### config.mk
export PLATFORM = sky130hd
export DESIGN_NAME = div_seq
export DESIGN_NICKNAME = d
export VERILOG_FILES = /design/src/rtl/div_pkg.sv /design/src/rtl/div_seq_adder.sv /design/src/rtl/div_seq.sv
export SDC_FILE = /design/constraint.sdc
export NUM_CORES = 1
export LEC_CHECK = 0
export CAP_MARGIN = 20
export CORE_MARGIN = 2
export CORE_UTILIZATION = 30
export DETAILED_ROUTE_END_ITERATION = 10
export PLACE_DENSITY_LB_ADDON = 0.05
export SETUP_SLACK_MARGIN = 0.1
export SLEW_MARGIN = 15
export SYNTH_ARGS = -nofsm -noshare
export SYNTH_HDL_FRONTEND = slang
export SYNTH_HIERARCHICAL = 1
export SYNTH_SLANG_ARGS = --single-unit
### constraint.sdc
create_clock -name clk -period 7.5 [get_ports clk]
set_input_delay 1.125 -clock clk [delete_from_list [all_inputs] [get_ports clk]]
set_output_delay 1.125 -clock clk [all_outputs]
set_load 0.03 [all_outputs]
### src/rtl/div_pkg.sv
// ---------------------------------------------------------------------------
// div_pkg
// Shared definitions for the sequential divider slice: the operand width,
// the controller state encoding and the number of restoring iterations.
// No ports; imported by div_seq.
// ---------------------------------------------------------------------------
package div_pkg;

   // Operand / result width used by the divider.
   localparam int XLEN = 32;

   // One quotient bit is produced per iteration.
   localparam int ITERS = 32;

   // Width of the iteration counter; it wraps naturally after the last step.
   localparam int CNT_W = $clog2(ITERS);

   // Controller states.
   typedef enum logic [1:0] {
      IDLE = 2'd0,
      RUN  = 2'd1,
      DONE = 2'd2
   } state_t;

endpackage

### src/rtl/div_seq_adder.sv
// ---------------------------------------------------------------------------
// adder
// Plain W-bit adder/subtractor.  With sub=1 it computes a - b by adding the
// one's complement of b plus a carry-in of one.
// Ports:
//   a, b : operands
//   sub  : 0 = add, 1 = subtract
//   o    : W-bit result (carry-out discarded)
// ---------------------------------------------------------------------------
module adder #(
   parameter int W = 32
) (
   input  logic [W-1:0] a,
   input  logic [W-1:0] b,
   input  logic         sub,
   output logic [W-1:0] o
);

   logic [W-1:0] w_bInv;
   logic [W-1:0] w_carryIn;

   // Subtraction reuses the same add path: invert b and inject a carry of one.
   assign w_bInv    = b ^ {W{sub}};
   assign w_carryIn = {{(W-1){1'b0}}, sub};
   assign o         = a + w_bInv + w_carryIn;

endmodule

### src/rtl/div_seq.sv
// ---------------------------------------------------------------------------
// div_seq
// Unsigned restoring divider, one quotient bit per clock.  A request is
// accepted when start=1 while ready=1.  Division by zero finishes at once
// with quotient all-ones and remainder equal to the dividend.
// Ports:
//   clk       : clock, all state changes on the rising edge
//   rst       : asynchronous active-high reset
//   start     : request, only looked at while ready=1
//   dividend  : unsigned dividend, sampled on the accept edge
//   divisor   : unsigned divisor, sampled on the accept edge
//   ready     : high while idle
//   done      : one-cycle pulse, quotient/remainder valid
//   quotient  : registered quotient (held until the next accept)
//   remainder : registered remainder (held until the next accept)
// ---------------------------------------------------------------------------
module div_seq
   import div_pkg::*;
#(
   parameter int XLEN = div_pkg::XLEN
) (
   input  logic            clk,
   input  logic            rst,
   input  logic            start,
   input  logic [XLEN-1:0] dividend,
   input  logic [XLEN-1:0] divisor,
   output logic            ready,
   output logic            done,
   output logic [XLEN-1:0] quotient,
   output logic [XLEN-1:0] remainder
);

   state_t           r_state;
   logic [XLEN-1:0]  r_quot;
   logic [XLEN-1:0]  r_rem;
   logic [XLEN-1:0]  r_divisor;
   logic [CNT_W-1:0] r_cnt;

   logic [XLEN-1:0]  w_shifted;
   logic [XLEN-1:0]  w_diff;
   logic             w_sub;
   logic             w_take;
   logic             w_lastIter;

   // The next dividend bit comes out of the top of the quotient register,
   // which starts out holding the dividend and fills with quotient bits.
   assign w_shifted = {r_rem[XLEN-2:0], r_quot[XLEN-1]};

   // The only arithmetic unit; it subtracts whenever the divider is iterating.
   assign w_sub = (r_state == RUN);

   adder #(
      .W (XLEN)
   ) u_adder (
      .a   (w_shifted),
      .b   (r_divisor),
      .sub (w_sub),
      .o   (w_diff)
   );

   // The true partial remainder is XLEN+1 bits wide; when the bit shifted out
   // of r_rem is set it is certainly >= divisor, and the XLEN-bit difference
   // is still exact because the result fits back into XLEN bits.
   assign w_take     = r_rem[XLEN-1] | (w_shifted >= r_divisor);
   assign w_lastIter = (r_cnt == CNT_W'(ITERS - 1));

   assign ready     = (r_state == IDLE);
   assign done      = (r_state == DONE);
   assign quotient  = r_quot;
   assign remainder = r_rem;

   // Controller and datapath registers.  Results are not cleared on the way
   // back to IDLE so they stay readable until the next request is accepted.
   always_ff @(posedge clk or posedge rst) begin
      if (rst) begin
         r_state   <= IDLE;
         r_quot    <= '0;
         r_rem     <= '0;
         r_divisor <= '0;
         r_cnt     <= '0;
      end else begin
         case (r_state)
            IDLE: begin
               if (start) begin
                  if (divisor == '0) begin
                     r_quot  <= '1;
                     r_rem   <= dividend;
                     r_state <= DONE;
                  end else begin
                     r_divisor <= divisor;
                     r_quot    <= dividend;
                     r_rem     <= '0;
                     r_cnt     <= '0;
                     r_state   <= RUN;
                  end
               end
            end
            RUN: begin
               r_rem  <= w_take ? w_diff : w_shifted;
               r_quot <= {r_quot[XLEN-2:0], w_take};
               r_cnt  <= r_cnt + 1'b1;
               if (w_lastIter) begin
                  r_state <= DONE;
               end
            end
            DONE: begin
               r_state <= IDLE;
            end
            default: begin
               r_state <= IDLE;
            end
         endcase
      end
   end

endmodule

* After elaboration in Yosys (flattened, before gate mapping)
Index checks and enable logic that the tools add are counted.
Storage, ports and cells: register bits after elaboration 103, input port bits 67, word-level logic and storage cells 39
Cells by class: multiplexer cells 14, equal/unequal tests 6, $lt $le $gt $ge 1, bitwise logic cells 3, reduce and logical (&&, ||, !) cells 7, $add $sub $neg 3
Operators with widths (number):
- 32-bit 2-to-1 mux | 5
- 32-bit one-hot mux with 2 select lines | 2
- 32-bit by 1-bit adder with 32-bit output | 1
- 32-bit adder | 1
- 32-bit >= comparator | 1
- 32-bit zero test | 1
- 32-bit XOR | 1
- 5-bit 2-to-1 mux | 2
- 5-bit one-hot mux with 2 select lines | 1
- 2-bit 2-to-1 mux | 3
- 2-bit inequality test (second input constant) | 3
- 3-bit AND reduction | 2
- 5-bit by 1-bit adder with 5-bit output (second input constant) | 1
- 5-bit equality test (second input constant) | 1
- 2-bit one-hot mux with 2 select lines | 1
- 2-bit AND reduction | 2
- 2-bit by 1-bit equality test with 1-bit output (second input constant) | 1
- 2-bit equality test (second input constant) | 1
- 2-bit zero test | 1
- 2-bit nonzero test | 1
- 1-bit NOT | 1
- 1-bit OR | 1

* Logic depth before layout (Yosys ltp)
Gate-level depths: netlist of the first run.
depth in word-level cells 6, gate-level depth with buffers 16, gate-level depth less buffers 14

* Hierarchy
Netlist of the first run, hierarchy kept.
By module, submodules not included:
- div_seq | seq. area each 2577.5 um^2, cells an instance 548, times used 1, area each 5434.0 um^2
- adder | seq. area each 0.0 um^2, cells an instance 292, times used 1, area each 2145.8 um^2

* Worst setup path after synthesis of the first run
OpenSTA, ideal clock, no wires.
path kind flip-flop to flip-flop, start register r_state[1], end register r_rem[28], in the netlist remainder[28], arrival 3.483 ns, slack 3.935 ns, clock period less this slack 3.565 ns, setup time 0.083 ns, required time 7.417 ns, cell stages (with the launch flop) 17, buffers on the path 2, path through dfrtp_1 nand2b_1 clkinv_1 buf_6 clkbuf_1 xor2_1 inv_1 fa_1 nand2b_1 a21oi_1 nor2_1 o211ai_1 o22ai_1 o311a_1 nor3_1 mux2i_1 o22ai_1
On the way: longest elaborated chain between the ends 6, elaborated cells on any way between the ends 10, those cells by class add/sub: 2; eq/ne: 2; mux: 2; bitwise: 1; reduce/logical: 3
Ends and longest elaborated chain:
- start, declared | line div_seq.sv:33 | state_t r_state;
- start signal, assigned | line div_seq.sv:76 | r_state <= IDLE;
- start signal, assigned | line div_seq.sv:88 | r_state <= DONE;
- start signal, assigned | line div_seq.sv:94 | r_state <= RUN;
- 2-bit by 1-bit equality test with 1-bit output * | line div_seq.sv:50 | assign w_sub = (r_state == RUN);
- via w_sub | line div_seq.sv:41 | logic w_sub;
- 32-bit XOR | line div_seq_adder.sv:23 | assign w_bInv = b ^ {W{sub}};
- 32-bit adder | line div_seq_adder.sv:25 | assign o = a + w_bInv + w_carryIn;
- 32-bit by 1-bit adder with 32-bit output * | line div_seq_adder.sv:25
- via w_diff[28] | line div_seq.sv:40 | logic [XLEN-1:0] w_diff;
- 32-bit 2-to-1 mux * | line div_seq.sv:99 | r_rem <= w_take ? w_diff : w_shifted;
- 32-bit one-hot mux with 2 select lines * | line div_seq.sv:82 | case (r_state)
- end signal, assigned | line div_seq.sv:87 | r_rem <= dividend;
- end signal, assigned | line div_seq.sv:99
- end, declared | line div_seq.sv:35 | logic [XLEN-1:0] r_rem;
Mark *: on every way through the listed nets, which the timed path passes. The rest lies on a longest branch. A chain may end at the register's enable or synchronous reset.

* Worst setup path after layout of the first run
Same ends and word-level chain as after synthesis.

==> results of run 1 <==
flip-flops by register name, indices dropped and copies added (netlist names):
name / count
remainder: 32
r_state: 2
r_cnt: 5
r_divisor: 32
quotient: 32
final timing paths:
| path | from | end | slack [ns] | cells after the start |
|---|---|---|---|---|
| hold reg to reg | r_cnt[0]$_DFFE_PP0P_ | r_cnt[0]$_DFFE_PP0P_ | 0.52 | 1 |
| max in group asynchronous | rst | remainder[8]$_DFFE_PP0P_ | 5.07 | 3 |
| setup / recovery | r_state[1]$_DFFE_PP0P_ | remainder[28]$_DFFE_PP0P_ | 3.21 | 15 |
| hold / removal | r_cnt[0]$_DFFE_PP0P_ | r_cnt[0]$_DFFE_PP0P_ | 0.52 | 1 |
| setup reg to reg | r_state[1]$_DFFE_PP0P_ | remainder[28]$_DFFE_PP0P_ | 3.21 | 15 |
| min in group asynchronous | rst | quotient[28]$_DFFE_PP0P_ | 1.16 | 2 |
worst max-delay path, delay by kind of cell (launching register included):
family | cells | cell delay, ns
AOI/OAI and AO/OA | 5 | 1.45
and+or+nand+nor | 4 | 0.74
buffers and inverters | 3 | 0.69
DFF | 1 | 0.45
adders and majority gates | 1 | 0.42
xor gates and xnor gates | 1 | 0.31
muxes | 1 | 0.11
per-layer routing:
metal  vias to the layer above  global-route usage (%)  routed length [um]
met5                         -                       0                   0
met4                         0                    5.39                 423
met3                        18                    2.62                 989
met2                       138                    31.6               11500
met1                      3185                    26.8               12100
li1                       3250                       -                   -
cells in the mapped netlist (all sizes together), types with 4 or more instances:
library cell	count	area (um^2)
a21o	14	105
a21oi	80	419
and4	4	35.0
buf	13	85.1
clkbuf	31	116
dfrtp	103	2580
ha	67	838
inv	42	158
mux2	32	360
mux2i	34	344
nand2	35	131
nand3	11	55.1
nand4	16	100
nor2	122	458
nor2b	6	37.5
nor3	7	40.0
nor4	10	62.6
o211ai	4	35.0
o21a	4	30.0
o21ai	21	109
o21bai	7	52.6
o22ai	62	388
or2	5	31.3
xnor2	19	166
xor2	44	385
layout by cell type, fill, tap and decap left out, drive strengths merged, types with 8 or more instances in the layout:
cell	n
nor2	122
ha	67
nand2	35
a21oi	80
a21o	14
nor4	10
nand4	16
xor2	44
o22ai	62
dfrtp	103
buf	8
clkdlybuf4s50	132
mux2	32
inv	46
mux2i	34
clkbuf	9
nand3	11
xnor2	19
o21ai	21
metrics by stage:
stage               area (um^2)  setup slack [ns]  instances  util, %  hold slack [ns]
floorplan                  7580              3.67        840        -            0.459
global placement           9190              3.18       1266     36.8            0.489
detailed placement         9190              3.21       1266     36.8            0.498
CTS                        9500              3.18       1282     38.1            0.512
global route               9500              2.86       1282     38.1            0.527
finish                     9500              3.21       1282     38.1            0.521
logic make-up (layout without fill, tap and decap cells):
family          Yosys count  in the layout  synth area share, %
fa+ha+maj                68             68                 11.3
simple gates            229            229                 13.7
flops                   103            103                 34.0
xor+xnor                 63             63                 7.28
mux                      66             66                 9.29
buf+inv                  87            199                 4.79
compound gates          224            224                 19.6
area by class of cell:
type	count	area [um^2]
Fill cell	2611	15500
Multi-Input combinational cell	650	4660
Sequential cell	103	2580
Timing Repair Buffer	140	1380
Tap cell	330	413
Clock buffer	9	225
Inverter	43	164
Clock inverter	7	82.6
==> impl_metrics.toml, run 1 <==
[cells_and_area]
diodes = 0
drive_gt1_share_pct = 8.72
area_delta_synth_final_pct = 25.4
nets = 1082

[logic_synthesis]
syn_inst = 840
synth_fp_nets = 975
avgSynthCellArea_um2 = 9.02
ys_warn_count = 6
synthArstFlopShare_pct = 100
yosysUniqueCellTypes = 65
synth_flop_cell = "dfrtp_1"
ys_ff_latch = 103
yosysSeqAreaShare_pct = 34.0
syn-cell-area_um2 = 7580
synth_edf_count = 0

[critical_path]
worst_path_max_delay_cell = "buf_4"
crit_type = "reg -> reg"
crit_path_end_kind = "register"
crit_fanout = 39
crit_top_cell = "o22ai_1"
path_cells = "nand2b_2 > inv_2 > buf_4 > xor2_1 > inv_1 > fa_1 > nand2b_1 > a21oi_1 > nor2_1 > o211ai_1 > o22ai_1 > o311a_1 > nor3_1 > mux2i_1 > o22ai_1"
startpoint_type = "register"
slowest_delay_ns = 0.55
cp.required_ns = 7.79
crit_arrival_ns = 4.58

[floorplan]
die-width_um = 163
start_util_pct = 30.4
core_um2 = 25000
ioPinCount = 133
chipHeight_um = 163
num_rows = 58
dieArea_um2 = 26600

[clock_tree]
cts.repair.resized = 0
cts-buffers-inserted = 9
clockBufferDepth = 2
cts-root-buf = "clkbuf_16"
h-tree-depth = 3
cts_tree = "yes"
cts.reportedPaths.clkPinSlew_ns = 0.09
clkSinkCount = 103
hold_buffers = 0
insertion_delay_ns = 0.37
post-cts-setup-buffers = 0

[detailed_routing]
drt_iter0_drc = 365
drt_first_pass_iters = 4
drc_errors = 0
vias_per_cell = 5.14
vias = 6591
wl_per_cell_um = 19.5
wirelength_um = 25000
ant_nets = 0

[place]
port_buffers = 132
hpwl_um = 18700
gp_congestion = 0.821

[status]
status = "completed"

[timing]
hold_violations = 0
fin_crit_sh_pct = 57.3
worst_pin_slew_ns = 0.848
period_minus_slack_ns = 4.29
clock_skew_ns = 0.0174
rsz0062_at_grt = "no"
report.final.slew_viol_count = 0
slew_headroom_pct = 43.0
setup_viol = 0
finalSetupTns_ns = 0
max_freq_ghz = 0.233

[flow_run]
max_cap_viol_count = 0

[hold_path]
hp-class = "reg -> reg"

[global_routing]
grt_first_pass_wirelength_um = 39400
grt_max_degree = 66
grt_pass1_vias = 6757
grt_usage_pct = 19.3
grt-ovfl-total = 0
grt_antenna_before_repair = 0
Power of run 1 is left out: the tool's default activity adds up to more than one toggle a clock period on the data nets, which glitch-free logic cannot reach.
==> run 2, diff against run 1 <==
Clock period 7.5 ns to 4.06 ns, I/O delays scaled along.
==> run 2 against run 1 <==
Hold slack got worse by 0.010 ns. Critical endpoint is now remainder[20]$_DFFE_PP0P_. Clock skew fell by 0.0010 ns. Final cell count rose by 0.55%. Sequential cell count did not move. Maximum frequency rose by 21%. Global-route usage rose by 0.37 points. Worst setup slack got worse by 2.7 ns. Core utilization rose by 0.19 points. Critical path depth fell by 1. Sequential share of layout area fell by 0.14 points. Count of clock-buffer cells in the layout rose by 3.
==> impl_metrics.toml, run 2 (synthesis gave the netlist of run 1 again) <==
[clock_tree]
cts-buffers-inserted = 9
cts.reportedPaths.clkPinSlew_ns = 0.08
cts-root-buf = "clkbuf_16"
insertion_delay_ns = 0.36
post-cts-setup-buffers = 0
h-tree-depth = 3
clkSinkCount = 103
hold_buffers = 0
clockBufferDepth = 2
cts_tree = "yes"
cts.repair.resized = 0

[timing]
slew_headroom_pct = 44.1
holdWs_ns = 0.511
rsz0062_at_grt = "no"
clock_skew_ns = 0.0164
setup_viol = 0
max_freq_ghz = 0.282
finalSetupTns_ns = 0
period_minus_slack_ns = 3.55
hold_violations = 0
fin_crit_sh_pct = 87.5
worst_pin_slew_ns = 0.838
report.final.slew_viol_count = 0

[global_routing]
grt_first_pass_wirelength_um = 40100
grt_max_degree = 66
grt_usage_pct = 19.7
grt_pass1_vias = 6746
grt-ovfl-total = 0
grt_antenna_before_repair = 0

[cells_and_area]
final_common_cell = "clkdlybuf4s50_1"
drive_gt1_share_pct = 9.07
area_delta_synth_final_pct = 26.0
diodes = 0
nets = 1089
final_cell_mix = "clkdlybuf4s50_1 (132), nor2_1 (120), dfrtp_1 (103)"
post-route-util_pct = 38.3
final_cell_count_no_fill = 1289

[detailed_routing]
drc_errors = 0
ant_nets = 0
vias_per_cell = 5.17
wl_per_cell_um = 19.9
wirelength_um = 25700
drt_iter0_drc = 357
vias = 6665
drt_first_pass_iters = 4

[critical_path]
r2r-end = "remainder[20]$_DFFE_PP0P_"
crit_fanout = 14
worstRegToRegCells = 14
r2r_slack_ns = 0.51
crit_type = "reg -> reg"
startpoint_type = "register"
crit_arrival_ns = 3.75
rr_startpoint = "r_state[1]$_DFFE_PP0P_"
cp.required_ns = 4.26
crit_path_end_kind = "register"

[hold_path]
hold_start = "r_cnt[0]$_DFFE_PP0P_"
hp-class = "reg -> reg"
min_to = "r_cnt[0]$_DFFE_PP0P_"
holdPathStages = 1

[place]
port_buffers = 132
placedCellCount = 1273
gp_congestion = 0.794
hpwl_um = 19200

[floorplan]
start_util_pct = 30.4
num_rows = 58
ioPinCount = 133
die-width_um = 163
core_um2 = 25000
dieArea_um2 = 26600
chipHeight_um = 163

[status]
status = "completed"

[flow_run]
max_cap_viol_count = 0
==> run 2: cell count changes in the layout (fill, tap and decap cells not counted), sizes merged <==
cell	before	now
buf	8	15
clkbuf	9	12
clkinv	3	0
inv	46	44
bufinv	0	1
clkinvlp	1	2
==> run 2: worst max-delay path: stages, from the launching register on <==
cell,delay (ns)
dfrtp_1,0.45
nand2b_2,0.22
inv_2,0.14
buf_4,0.28
xor2_1,0.18
ha_1,0.30
a21o_1,0.22
a31o_2,0.26
nand3_1,0.08
o211ai_1,0.17
o22ai_1,0.49
o21ai_0,0.19
xor2_1,0.18
mux2i_1,0.15
o22ai_1,0.09
==> run 2: final cells by class <==
cell class                 count  area [um^2]
clock buffer                  12          236
clock inverter                 4         53.8
fill                        2622        15400
inverter                      43          164
multi-input combinational    650         4660
sequential                   103         2580
tap                          330          413
timing repair buffer         147         1450
==> run 2: metal layers <==
layer | routed length [um] | track usage (%)
met1 | 12300 | 27.2
met2 | 12000 | 32.1
met3 | 859 | 3.28
met4 | 463 | 5.07
met5 | 0 | 0
==> run 2: worst max path at each step <==
stage,start,to
finish,r_state[1]$_DFFE_PP0P_,remainder[20]$_DFFE_PP0P_
global route,r_state[1]$_DFFE_PP0P_,remainder[26]$_DFFE_PP0P_
CTS,r_state[1]$_DFFE_PP0P_,remainder[28]$_DFFE_PP0P_
detailed placement,r_state[1]$_DFFE_PP0P_,remainder[28]$_DFFE_PP0P_
global placement,r_state[1]$_DFFE_PP0P_,remainder[28]$_DFFE_PP0P_
floorplan,r_state[1]$_DFFE_PP0P_,remainder[28]$_DFFE_PP0P_
==> run 2: stage by stage <==
stage / setup WS [ns] / cell area, um^2
CTS: 0.513 / 9550
finish: 0.509 / 9550
floorplan: 0.495 / 7580
global route: 0.199 / 9550
detailed placement: 0.530 / 9260
global placement: 0.566 / 9260
Power of run 2 is left out for the same reason.
==> run 3, diff against run 2 <==
Settings changed: SKIP_CTS_REPAIR_TIMING set to 1.
==> results of run 3 <==
Same layout as run 2: the final DEF is identical, and so are final timing and power.
Power of run 3 is left out for the same reason.
